[src/rtl/mem_responder.sv]
// mem_responder: memory-side responder for the mem_EN / mem_RW / MFC handshake.
// Captures a request, waits LATENCY cycles, performs the access on an internal
// word array and raises MFC until the initiator drops mem_EN.
//
// state  | meaning
// IDLE   | waiting for mem_EN; request fields captured on the accepting edge
// ACCESS | wait-state countdown; dropping mem_EN here aborts the access
// DONE   | access complete, MFC/addr_err/mem_rdata held until mem_EN drops
module mem_responder #(
  parameter int DATA_W     = 16,
  parameter int ADDR_W     = 16,
  parameter int DEPTH_LOG2 = 8,
  parameter int LATENCY    = 3
) (
  input  logic              clk,
  input  logic              rst,
  input  logic              mem_EN,
  input  logic              mem_RW,
  input  logic [ADDR_W-1:0] mem_addr,
  input  logic [DATA_W-1:0] mem_wdata,
  output logic [DATA_W-1:0] mem_rdata,
  output logic              MFC,
  output logic              addr_err,
  output logic              busy
);

  localparam int         DEPTH = 1 << DEPTH_LOG2;
  localparam logic [3:0] LAT_V = 4'(LATENCY);

  typedef enum logic [1:0] {
    S_IDLE   = 2'd0,
    S_ACCESS = 2'd1,
    S_DONE   = 2'd2
  } state_t;

  state_t                r_state;
  state_t                w_next;
  logic                  r_rw;
  logic [ADDR_W-1:0]     r_addr;
  logic [DATA_W-1:0]     r_wdata;
  logic [3:0]            r_cnt;
  logic [DATA_W-1:0]     r_rdata;
  logic                  r_mfc;
  logic                  r_addr_err;
  logic [DATA_W-1:0]     r_mem [0:DEPTH-1];

  logic                  w_capture;
  logic                  w_dec;
  logic                  w_complete;
  logic                  w_release;
  logic                  w_oor;
  logic [DEPTH_LOG2-1:0] w_idx;

  // Any captured address bit above the implemented range flags an error.
  assign w_oor = |r_addr[ADDR_W-1:DEPTH_LOG2];
  assign w_idx = r_addr[DEPTH_LOG2-1:0];

  assign mem_rdata = r_rdata;
  assign MFC       = r_mfc;
  assign addr_err  = r_addr_err;
  assign busy      = (r_state != S_IDLE);

  // State register.
  always_ff @(posedge clk or posedge rst) begin
    if (rst) begin
      r_state <= S_IDLE;
    end else begin
      r_state <= w_next;
    end
  end

  // Next-state decode and one-cycle action strobes.
  always_comb begin
    w_next     = r_state;
    w_capture  = 1'b0;
    w_dec      = 1'b0;
    w_complete = 1'b0;
    w_release  = 1'b0;
    case (r_state)
      S_IDLE: begin
        if (mem_EN) begin
          w_capture = 1'b1;
          w_next    = S_ACCESS;
        end
      end
      S_ACCESS: begin
        if (!mem_EN) begin
          w_next = S_IDLE;
        end else if (r_cnt != 4'd0) begin
          w_dec = 1'b1;
        end else begin
          w_complete = 1'b1;
          w_next     = S_DONE;
        end
      end
      S_DONE: begin
        if (!mem_EN) begin
          w_release = 1'b1;
          w_next    = S_IDLE;
        end
      end
      default: begin
        w_next = S_IDLE;
      end
    endcase
  end

  // Request holding registers and wait-state counter.
  always_ff @(posedge clk or posedge rst) begin
    if (rst) begin
      r_rw    <= 1'b0;
      r_addr  <= '0;
      r_wdata <= '0;
      r_cnt   <= 4'd0;
    end else if (w_capture) begin
      r_rw    <= mem_RW;
      r_addr  <= mem_addr;
      r_wdata <= mem_wdata;
      r_cnt   <= LAT_V;
    end else if (w_dec) begin
      r_cnt <= r_cnt - 4'd1;
    end
  end

  // Registered response: MFC, addr_err and load data.
  always_ff @(posedge clk or posedge rst) begin
    if (rst) begin
      r_mfc      <= 1'b0;
      r_addr_err <= 1'b0;
      r_rdata    <= '0;
    end else if (w_complete) begin
      r_mfc      <= 1'b1;
      r_addr_err <= w_oor;
      if (r_rw) begin
        r_rdata <= w_oor ? '0 : r_mem[w_idx];
      end
    end else if (w_release) begin
      r_mfc      <= 1'b0;
      r_addr_err <= 1'b0;
    end
  end

  // Word array; not reset so contents survive a reset pulse.
  always_ff @(posedge clk) begin
    if (w_complete && !r_rw && !w_oor) begin
      r_mem[w_idx] <= r_wdata;
    end
  end

endmodule

[config.mk]
export PLATFORM = sky130hd
export DESIGN_NAME = mem_responder
export DESIGN_NICKNAME = d
export VERILOG_FILES = /design/src/rtl/mem_responder.sv
export SDC_FILE = /design/constraint.sdc
export NUM_CORES = 2
export LEC_CHECK = 0
export BUFFER_PORTS_ARGS = -buffer_cell sky130_fd_sc_hd__buf_2
export CAP_MARGIN = 20
export CORE_ASPECT_RATIO = 1.1
export CORE_UTILIZATION = 42
export CTS_CLUSTER_SIZE = 16
export DETAILED_ROUTE_END_ITERATION = 8
export PLACE_DENSITY_LB_ADDON = 0.12
export SLEW_MARGIN = 0
export SYNTH_ARGS = -nofsm -noshare
export SYNTH_HDL_FRONTEND = slang
export SYNTH_SLANG_ARGS = --single-unit
[constraint.sdc]
create_clock -name clk -period 5.3 [get_ports clk]
set_input_delay 0.53 -clock clk [delete_from_list [all_inputs] [get_ports clk]]
set_output_delay 0.53 -clock clk [all_outputs]
set_load 0.03 [all_outputs]
==> flow_summary.yaml <==
status:
  status: "finished clean"
global_route:
  grt_start_max_net_pins: 184
  met2_usage: 0.382
  overflow: 0
  antenna_found_initial: 46
  grt.total_usage: 0.240
  grt_pass1_vias: 82014
  grt_pass1_wl_mm: 650
  grt_use_met3: 0.0351
  grt-busiest-layer: "met2"
  use_met1: 0.347
timing:
  rsz0062_at_grt: "no"
  tns_ps: 0
  fin_skew_ps: 67.2
  fin_crit_ps: 4980
  final-hold-violation-count: 0
  worstMarginPinSlew_ps: 1170
  setup_viol_count_final: 0
  relSlewSlack: 0.199
  fmax_ghz: 0.201
  period_share: 0.939
  slew_violations: 0
clock_tree:
  clockBufferDepth: 4
  ctsResizeCount: 0
  h-tree-depth: 5
  path_clk_slew_ps: 60
  clock_latency_ps: 1000
  numCtsBuffers: 428
  ctsRootBufferMaster: "clkbuf_16"
  cts_sinks: 4153
  cts_tree: "built"
worst_setup_path:
  start_kind: "flip-flop"
  r2r_slack_ps: 320
  cpPeakStageDelay_ps: 850
  slowest_stage: "dfrtp_4"
  worst_ep_arrival_time_ps: 5820
  cp_max_fo: 31
  worstSetupPathType: "flip-flop to flip-flop"
  critPathCapture: "mem_rdata[0]"
  r2r_start: "r_addr[0]"
  critPathRequiredTime_ps: 6140
  crit_start: "r_addr[0]"
  cp_cell_sequence: "buf_12 > buf_4 > mux4_2 > and3_1 > a31oi_1 > nand4_1 > or4_1 > a311oi_1 > o21ai_1"
  r2r.worst_path.cells: 9
  critPathCaptureType: "flip-flop"
  r2r_end: "mem_rdata[0]"
min_path:
  hold_path.class: "input pin to flip-flop"
  hold_path_depth: 3
place:
  hpwl_mm: 286
  finalWeightedCongestion: 0.820
  numPortBuffers: 54
synth:
  synth.largest_area_cell: "edfxtp_1"
  synthCells: 7804
  synthArstFlopShare: 0.0137
  synthFlopType: "edfxtp_1"
  synth.most_common_cell: "edfxtp_1"
  syn_avg_cell_area_um2: 20.5
  synth_commonest_cells: "edfxtp_1 (4096), mux4_2 (760), mux2i_1 (445)"
  synth.cell_area_um2: 160000
  synth_fp_nets: 7841
  synth_edf_count: 4096
  synth_area_leaders: "edfxtp_1 (77%), mux4_2 (11%), mux2i_1 (2.8%)"
  synth_top_area_share: 0.769
  ys_seq_area_frac: 0.778
  yosysWarnings: 0
  synthDistinctLibCells: 63
  ys_ff_latch: 4153
pwr:
  powerDensity_nw_per_um2: 528
  ir_drop_uv: 636
  p_leak_uw: 0.0588
route:
  wirelength_mm: 465
  via_count: 81916
  dr.pass1.iters: 6
  viasPerCell: 5.91
  wl_per_cell_um: 33.6
  drc: 0
  drt_iter0_drc: 9616
  antenna_left: 0
floorplanning:
  die_h_um: 649
  die_w_um: 590
  num_rows: 237
  start_util: 0.422
  pin_count: 55
  die_area_um2: 383000
  core_area_um2: 379000
flow_run:
  max_cap_violations: 0
cells_and_area:
  layout-drive-gt1-share: 0.254
  utilization: 0.487
  area_growth_pct: 15.3
  nNetsFinal: 8502
## layout make-up
| type | count | area [um2] |
|---|---|---|
| inverter | 9 | 40.0 |
| clock buffer | 537 | 11300 |
| sequential | 4153 | 125000 |
| clock inverter | 247 | 2550 |
| fill | 31004 | 194000 |
| timing repair buffer | 709 | 6150 |
| antenna | 12 | 30.0 |
| multi-input combinational | 3164 | 33400 |
| tap | 5019 | 6280 |
## flip-flops by register name, summed over array words and instances, names as in the netlist
name	cells
MFC	1
addr_err	1
mem_rdata	16
r_addr	16
r_cnt	4
r_mem	4096
r_rw	1
r_state	2
r_wdata	16
## worst min-delay path by stage
stage	start	to	slack, ps
detailed placement	r_addr[11]	r_addr[11]	470
CTS	mem_addr[0]	r_addr[0]	20
finish	mem_addr[0]	r_addr[0]	120
global route	mem_addr[0]	r_addr[0]	120
floorplan	r_addr[13]	r_addr[13]	440
global placement	r_addr[13]	r_addr[13]	450
## logic make-up after synthesis
| family | after synthesis | share of synthesized area |
|---|---|---|
| AO/OA/AOI/OAI | 814 | 0.0343 |
| XOR/XNOR | 3 | 0.000164 |
| adder cells (fa/ha/maj) | 1 | 0.0000783 |
| buffers and inverters | 487 | 0.0135 |
| flip-flops | 4153 | 0.778 |
| multiplexers | 1336 | 0.144 |
| AND/OR/NAND/NOR | 1010 | 0.0294 |
## power by group
part | total, uW | internal (uW) | switching (uW)
Sequential | 41600 | 40300 | 1300
Combinational | 25700 | 8410 | 17300
Clock | 30000 | 17300 | 12700
Total | 97300 | 65900 | 31300
## through the flow
step	instances	instance area (um2)	setup slack [ps]	hold slack, ps	total power, uW
final	13850	184000	323	118	97300
after global routing	13840	184000	265	116	100000
after CTS	13833	184000	283	21.1	98100
after detailed placement	13011	170000	260	468	68300
after global placement	13005	170000	245	452	68000
after floorplan	7804	160000	1310	437	56400
## repair_timing
action / in CTS / in global routing
setup buffers: 0 / 0
endpoints found under the hold margin: 92 / 0
hold buffers: 38 / 0
## cells in the final DEF, fill, tap and decap left out, types with 50 or more instances in the layout
| cell | n |
|---|---|
| a2111oi_0 | 59 |
| a211oi_1 | 65 |
| a21oi_1 | 140 |
| a22oi_1 | 121 |
| a31oi_1 | 78 |
| buf_12 | 65 |
| buf_2 | 55 |
| buf_4 | 542 |
| clkbuf_1 | 96 |
| clkbuf_16 | 433 |
| clkinv_1 | 81 |
| clkinv_2 | 83 |
| edfxtp_1 | 4096 |
| mux2_2 | 131 |
| mux2i_1 | 445 |
| mux4_2 | 760 |
| nand2_1 | 264 |
| nand3_1 | 131 |
| nor2_1 | 350 |
| nor2b_1 | 50 |
| o21ai_0 | 127 |
| o22ai_1 | 83 |
## worst max-delay path, delay by kind of cell, from the launching register on
| kind | cells | cell delay [ps] |
|---|---|---|
| buffers and inverters | 2 | 930 |
| flip-flops | 1 | 850 |
| AND/OR/NAND/NOR | 3 | 1340 |
| AO/OA/AOI/OAI | 3 | 1030 |
| multiplexers | 1 | 570 |
## routing by layer
layer  vias up  routed length (um)
met5         -                  62
met4         8               12800
met3       566               34000
met2      3272              221000
met1     44279              197000
li1      33791                   -
(Power assumes the default switching activity.)
